## config.mk

```make
export PLATFORM = sky130hd
export DESIGN_NAME = snoop_dispatcher
export DESIGN_NICKNAME = d
export VERILOG_FILES = /design/src/rtl/snoop_pkg.sv /design/src/rtl/snoop_channel.sv /design/src/rtl/snoop_dispatcher.sv
export SDC_FILE = /design/constraint.sdc
export NUM_CORES = 1
export LEC_CHECK = 0
export ABC_CLOCK_PERIOD_IN_PS = 2200
export CAP_MARGIN = 10
export CORE_UTILIZATION = 45
export CTS_CLUSTER_SIZE = 28
export DETAILED_ROUTE_END_ITERATION = 7
export DONT_BUFFER_PORTS = 1
export PLACE_DENSITY_LB_ADDON = 0.15
export SLEW_MARGIN = 20
export SYNTH_ARGS = -nofsm -noshare
export SYNTH_HDL_FRONTEND = slang
export SYNTH_SLANG_ARGS = --single-unit
export TNS_END_PERCENT = 50
```

## constraint.sdc

```tcl
create_clock -name clk -period 2.2 [get_ports clk]
set_input_delay 0.22 -clock clk [delete_from_list [all_inputs] [get_ports clk]]
set_output_delay 0.22 -clock clk [all_outputs]
set_load 0.02 [all_outputs]
```

## src/rtl/snoop_pkg.sv

```systemverilog
// snoop_pkg: opcodes, node IDs and FSM state shared by the snoop filter and dispatcher
package snoop_pkg;
  localparam logic [6:0] READ_SHARED = 7'b0000001;
  localparam logic [6:0] READ_UNIQUE = 7'b0000111;
  localparam logic [6:0] WRITE_BACK_FULL = 7'b0011011;
  localparam logic [6:0] NID_RN1 = 7'b0000001;
  localparam logic [6:0] NID_RN2 = 7'b0000010;
  localparam logic [6:0] NID_RN3 = 7'b0000100;
  localparam logic [6:0] NID_RN4 = 7'b0001000;
  localparam logic [6:0] SNP_SHARED = 7'h01;
  localparam logic [6:0] SNP_UNIQUE = 7'h07;
  typedef enum logic [1:0] {IDLE, SNOOP, DONE} snp_state_t;
  function automatic logic snoopable(input logic [6:0] op);
    return op == READ_SHARED || op == READ_UNIQUE;
  endfunction
endpackage

```

## src/rtl/snoop_channel.sv

```systemverilog
// snoop_channel: per-RN issue/wait tracking, snoop handshake and response qualification
module snoop_channel (
  input  logic clk,
  input  logic reset,
  input  logic active,
  input  logic load,
  input  logic target,
  input  logic abort,
  input  logic snp_ready,
  input  logic rsp_valid,
  input  logic rsp_dirty,
  output logic snp_valid,
  output logic pending,
  output logic accepted,
  output logic dirty,
  output logic stray
);
  logic issue, waiting, hs;
  always_comb begin
    hs = active & issue & snp_ready;
    snp_valid = active & issue;
    accepted = active & waiting & rsp_valid;
    stray = active & rsp_valid & ~waiting;
    dirty = accepted & rsp_dirty;
    // pending ignores abort so the top can derive abort from it without a loop
    pending = (issue & ~hs) | ((waiting | hs) & ~accepted);
  end
  always_ff @(posedge clk or negedge reset)
    if (!reset) begin
      issue <= 1'b0;
      waiting <= 1'b0;
    end else begin
      issue <= load ? target : issue & ~hs & ~abort;
      waiting <= ~load & ~abort & (waiting | hs) & ~accepted;
    end
endmodule

```

## src/rtl/snoop_dispatcher.sv

```systemverilog
// snoop_dispatcher: issues snoops to the RNs flagged by the filter, gathers responses,
// and reports one completion per request.
module snoop_dispatcher
  import snoop_pkg::*;
#(
  parameter int WIDTH = 33,
  parameter int P = 4,
  parameter int TIMEOUT = 64
) (
  input  logic             clk,
  input  logic             reset,
  input  logic             req_valid,
  output logic             req_ready,
  input  logic [WIDTH-1:0] req_tag,
  input  logic [6:0]       req_opcode,
  input  logic [6:0]       req_nid,
  input  logic [P-1:0]     req_targets,
  output logic [P-1:0]     snp_valid,
  input  logic [P-1:0]     snp_ready,
  output logic [WIDTH-1:0] snp_tag,
  output logic [6:0]       snp_opcode,
  input  logic [P-1:0]     rsp_valid,
  input  logic [P-1:0]     rsp_dirty,
  output logic             done_valid,
  input  logic             done_ready,
  output logic [WIDTH-1:0] done_tag,
  output logic             done_dirty,
  output logic             done_err,
  output logic [P-1:0]     done_resp_mask
);
  localparam int CW = $clog2(TIMEOUT);
  snp_state_t state, state_nxt;
  logic [CW-1:0] cnt;
  logic [P-1:0] issue_mask, pend, acc, dirt, stray;
  logic accept, active, tmo, settled, abort, unused_nid;
  assign unused_nid = ^req_nid[6:P];
  assign done_tag = snp_tag;
  always_comb begin
    req_ready = state == IDLE;
    active = state == SNOOP;
    done_valid = state == DONE;
    accept = req_valid & req_ready;
    issue_mask = snoopable(req_opcode) ? req_targets & ~req_nid[P-1:0] : '0;
    tmo = cnt == CW'(TIMEOUT - 1);
    settled = ~|pend;
    abort = active & tmo & ~settled;
    state_nxt = state;
    if (accept) state_nxt = |issue_mask ? SNOOP : DONE;
    else if (active && (settled || tmo)) state_nxt = DONE;
    else if (done_valid && done_ready) state_nxt = IDLE;
  end
  for (genvar i = 0; i < P; i++) begin : g_ch
    snoop_channel u_ch (
      .clk(clk),
      .reset(reset),
      .active(active),
      .load(accept),
      .target(issue_mask[i]),
      .abort(abort),
      .snp_ready(snp_ready[i]),
      .rsp_valid(rsp_valid[i]),
      .rsp_dirty(rsp_dirty[i]),
      .snp_valid(snp_valid[i]),
      .pending(pend[i]),
      .accepted(acc[i]),
      .dirty(dirt[i]),
      .stray(stray[i])
    );
  end
  always_ff @(posedge clk or negedge reset)
    if (!reset) begin
      state <= IDLE;
      cnt <= '0;
      snp_tag <= '0;
      snp_opcode <= '0;
      done_dirty <= 1'b0;
      done_err <= 1'b0;
      done_resp_mask <= '0;
    end else begin
      state <= state_nxt;
      if (accept) begin
        snp_tag <= req_tag;
        snp_opcode <= req_opcode == READ_UNIQUE ? SNP_UNIQUE : SNP_SHARED;
        cnt <= '0;
        done_dirty <= 1'b0;
        done_err <= 1'b0;
        done_resp_mask <= '0;
      end else if (active) begin
        cnt <= cnt + CW'(!tmo);
        done_dirty <= done_dirty | |dirt;
        done_resp_mask <= done_resp_mask | acc;
        done_err <= done_err | |stray | abort;
      end
    end
endmodule

```

* Word level (Yosys, flattened, before mapping)
Cells that the tools add are included.
** Storage, ports and cells
- Word-level logic and storage cells :: 132
- Flip-flop bits (word level) :: 62
** Operators by class
- Equal/unequal tests :: 5
- Bitwise gates (word level) :: 80
- Muxes and demuxes :: 18
- Reductions and logical operators :: 13
- Add/subtract/negate cells :: 1
** Operators with widths (count)
- $and 1x1->1 :: 52
- $reduce_or 4->1 :: 4
- $not 1->1 :: 14
- $mux 4 :: 3
- $mux 6 :: 2
- $or 1x1->1 :: 11
- $mux 1 :: 8
- $mux 2 :: 4
- $eq 7x1->1 const B :: 1
- $eq 7x3->1 const B :: 1
- $add 6x1->6 :: 1
- $eq 6x6->1 const B :: 1
- $and 4x4->4 :: 1
- $not 4->4 :: 1
- $or 4x4->4 :: 1
- $mux 3 :: 1
- $reduce_bool 3->1 :: 1
- $eq 2x1->1 const B :: 1
- $eq 2x2->1 const B :: 1
- $logic_and 1x1->1 :: 2
- $logic_not 1->1 :: 2
- $logic_not 2->1 :: 1
- $logic_or 1x1->1 :: 2
- $reduce_bool 2->1 :: 1

* Longest topological paths before layout
- Word-level depth :: 12
- Mapped depth :: 8

* By module
Synthesis repeated with hierarchy kept, for this count alone.
** Unflattened totals
- Cells, all modules :: 321
- Area total of the unflattened synthesis :: 2869.0 um2
** By module, submodules not included
- snoop_dispatcher :: times used 1, seq. area each 1226.2 um2, cells each 265, area each 2328.5 um2
- snoop_channel :: times used 4, seq. area each 50.0 um2, cells each 14, area each 135.1 um2

* Worst setup path before layout
Ideal clock, no wire load.
- Kind :: reg-to-output
- Start point :: reg state[1]
- End point :: out snp_valid[0]
- Required time :: 1.980 ns
- Buffers on the path :: 4
- Slack :: 0.629 ns
- Data arrival time :: 1.351 ns
- Cell stages (with the launch flop) :: 7
- Path through :: dfrtp_1 buf_6 nor2b_4 buf_2 clkbuf_1 and2_1 buf_4
** Between the ends
- Cells in the longest elaborated chain, start to end :: 2
** Ends and longest elaborated chain
- start: declaration :: line snoop_dispatcher.sv:32 : snp_state_t state, state_nxt;
- start signal: assignment :: line snoop_dispatcher.sv:80 : state <= state_nxt;
- $eq 2x1->1 :: line snoop_dispatcher.sv:40 : active = state == SNOOP;
- $and 1x1->1 :: line snoop_channel.sv:21 : snp_valid = active & issue;
- end: declaration :: line snoop_dispatcher.sv:18 : output logic [P-1:0] snp_valid,
No other way between the ends.

* Worst setup path after layout
Ends and elaborated chain as after synthesis.

==> run metrics <==
PwrDens 951 nW/µm²; Skew-Pair Late Insertion Delay 0.32 ns; Nets 394; Placed Area 2650 µm²; H-tree levels 3; via-per-instance ratio 5.26; vias in the first global route 2,112; CP Buf/Inv Count 1; switching pwr 1.19 mW; syn_area_per_cell 8.78 µm²; CP peak stage delay 0.53 ns; share of layout cells above drive strength 1 0.0788; CTS clk-pin slew, worst paths 0.06 ns; CP Cell Sequence nor2b_4 > buf_4 > and2_1; WL final 6.27 mm; DP HPWL 3.99 mm; Slew @ Worst Pin 0.544 ns; Post-Synthesis Cell Area 2880 µm²; Multi-input gate area 1060 µm²; P&R area growth vs syn 10.0%; IO Port Bufs 0; number of synthesized register bits 57; complex-gate fraction of the synthesized area 0.0756; final hold vios 0; VDD IR-drop max 592 µV; mux cell area share after synthesis 0; TritonCTS clock tree done; register area share after synthesis 0.495; combinational power share 0.118; DRT iter0 DRCs 73; largest family of logic cells by synthesized area simple AND/OR/NAND/NOR gates; arrival time worst endpoint 1.69 ns; clock share of power 0.284; Cells after Synth 328; status finished clean; leakage power 1.51 nW; Post-route DRC 0; TritonCTS buffer count 9; final worst slack 0.292 ns; sequential share of power 0.598; Req. time, crit path 1.98 ns; post-cts sizing count 0; Worst Setup End Kind primary output; DIE WIDTH 82.0 µm; max_cap viols 0; design area 3170 µm²; global route overflow 0; post-route ant nets 0; num ports 152; Sequential Area 1430 µm²; Synth cell types 38; post-place setup slack 0.298 ns; critical path's slowest cell dfrtp_1; type of origin of the critical path flop; die area 6720 µm²; fin crit share 0.867; Yosys warning total 0; # setup viols final 0; DR vias 2,132; RSZ-0062 raised after global routing no; switching share of power 0.397; Root Buffer clkbuf_8; clock tree buffer depth 2; Tmin final 1.91 ns; worst-path maximum fanout 13; drt first pass iters 4; GR Util All Layers 0.197; Int Pwr 1.82 mW; adder-cell area share of the yosys netlist 0.00869; first-pass GRT wire length 9.73 mm; most frequent cells in the layout nand2_1 (116), dfrtp_1 (57), dlygate4sd3_1 (32), nand3_1 (12); Starting Density 0.475; cell family with most CP delay simple AND/OR/NAND/NOR gates; commonest non-fill, non-tap cell in the layout nand2_1; max-slew violations 0; CP Class reg -> out; Power Total 3.01 mW; setup_tns 0 ns; die height 82.0 µm; simple-gate share of the synthesized area 0.270; Max-Slew Margin vs Limit 0.636; initial antenna violation count 0; wire per inst 15.5 µm; f_max 524 MHz; # clock sinks 57; core area 6060 µm²; Clock Skew 0.00622 ns; largest net degree at the start of global routing 58; HP Class in -> reg; Post-Synth XOR/XNOR Area 0.00608; Fillers 567; GPL Wtd Cong 0.738; # diodes 0; # rows 28
## layer usage
metal / track usage / wire length [µm] / part of all wire
met1: 0.233 / 2680 / 0.43
met2: 0.325 / 2970 / 0.47
met3: 0.0622 / 502 / 0.080
met4: 0.0912 / 114 / 0.018
met5: 0 / 0 / 0
## synthesized netlist by cell type
| library cell | count | share of area |
|---|---|---|
| nand2_1 | 116 | 0.15 |
| dfrtp_1 | 57 | 0.50 |
| buf_4 | 44 | 0.11 |
| nand3_1 | 12 | 0.021 |
| o21ai_0 | 11 | 0.019 |
| nand2b_1 | 8 | 0.017 |
| nor2_1 | 8 | 0.010 |
| nand4_1 | 7 | 0.015 |
| clkbuf_1 | 6 | 0.0078 |
| inv_1 | 6 | 0.0078 |
| a31oi_1 | 5 | 0.011 |
| buf_2 | 5 | 0.0087 |
| o22ai_1 | 5 | 0.011 |
| and2_1 | 4 | 0.0087 |
| a21oi_1 | 3 | 0.0052 |
| a32o_1 | 2 | 0.0070 |
| and4_1 | 2 | 0.0061 |
| and4b_1 | 2 | 0.0070 |
| ha_1 | 2 | 0.0087 |
| nor2b_1 | 2 | 0.0043 |
| nor3_1 | 2 | 0.0035 |
| nor3b_1 | 2 | 0.0052 |
| xnor2_1 | 2 | 0.0061 |
| a2111o_1 | 1 | 0.0039 |
| a21boi_0 | 1 | 0.0026 |
| a22oi_1 | 1 | 0.0026 |
| buf_6 | 1 | 0.0039 |
| conb_1 | 1 | 0.0013 |
| nor2b_4 | 1 | 0.0048 |
| nor3b_2 | 1 | 0.0043 |
| nor4_1 | 1 | 0.0022 |
| nor4_2 | 1 | 0.0043 |
| o2111ai_1 | 1 | 0.0030 |
| o22ai_2 | 1 | 0.0043 |
| o311ai_0 | 1 | 0.0030 |
| o41ai_1 | 1 | 0.0030 |
| or2_2 | 1 | 0.0022 |
| or3_1 | 1 | 0.0022 |
## sequential cells by signal (all words and copies together), names as in the netlist
register           count
cnt                    6
done_dirty             1
done_err               1
done_resp_mask         4
done_tag              33
g_ch.u_ch.issue        4
g_ch.u_ch.waiting      4
snp_opcode             2
state                  2
## through the flow
stage                      util  hold WS [ns]  std cells
after floorplan               -       -0.0756        331
after global placement    0.437       -0.0744        356
after detailed placement  0.437       -0.0744        356
after CTS                 0.519      0.000447        403
after global routing      0.523       0.00544        405
final                     0.523        0.0192        405
## final cells by class
class | count | share of cell area
clock buffers | 13 | 0.0502
clock inverters | 3 | 0.00474
inverters | 6 | 0.00711
multi-input cells | 212 | 0.334
flip-flops and latches | 57 | 0.450
well taps | 75 | 0.0296
repair buffers | 39 | 0.124
## power by group through the flow
stage	sequential, mW	clock, mW	combinational [mW]
4_1_cts	1.80	0.888	0.357
5_1_grt	1.85	0.948	0.417
3_5_place_dp	1.83	0	0.286
3_3_place_gp	1.82	0	0.275
2_1_floorplan	1.56	0	0.702
6_report	1.80	0.855	0.355
## timing repair
item,in CTS,in global routing
hold buffers,31,2
hold endpoints to repair,86,2
setup buffers,0,0
## path summary, 6_finish.rpt
kind                             startpoint            to  slack [ns]  depth (start not counted)
worst max-delay path               state[1]  snp_valid[0]        0.29                          3
worst min register to register       cnt[5]        cnt[5]        0.49                          1
min in group asynchronous             reset  done_tag[24]        0.47                          2
worst min-delay path            req_tag[18]  done_tag[18]        0.02                          2
max in group asynchronous             reset        cnt[3]        1.50                          2
worst max register to register     state[1]      done_err        0.32                          5
## cell families (layout without fill, tap and decap cells)
kind of cell / count (synthesis) / count (layout)
xor+xnor: 2 / 2
buf+inv: 62 / 61
fa+ha+maj: 2 / 2
other cells: 1 / 4
compound gates: 33 / 33
flops: 57 / 57
simple gates: 171 / 171
(Power assumes the default switching activity.)
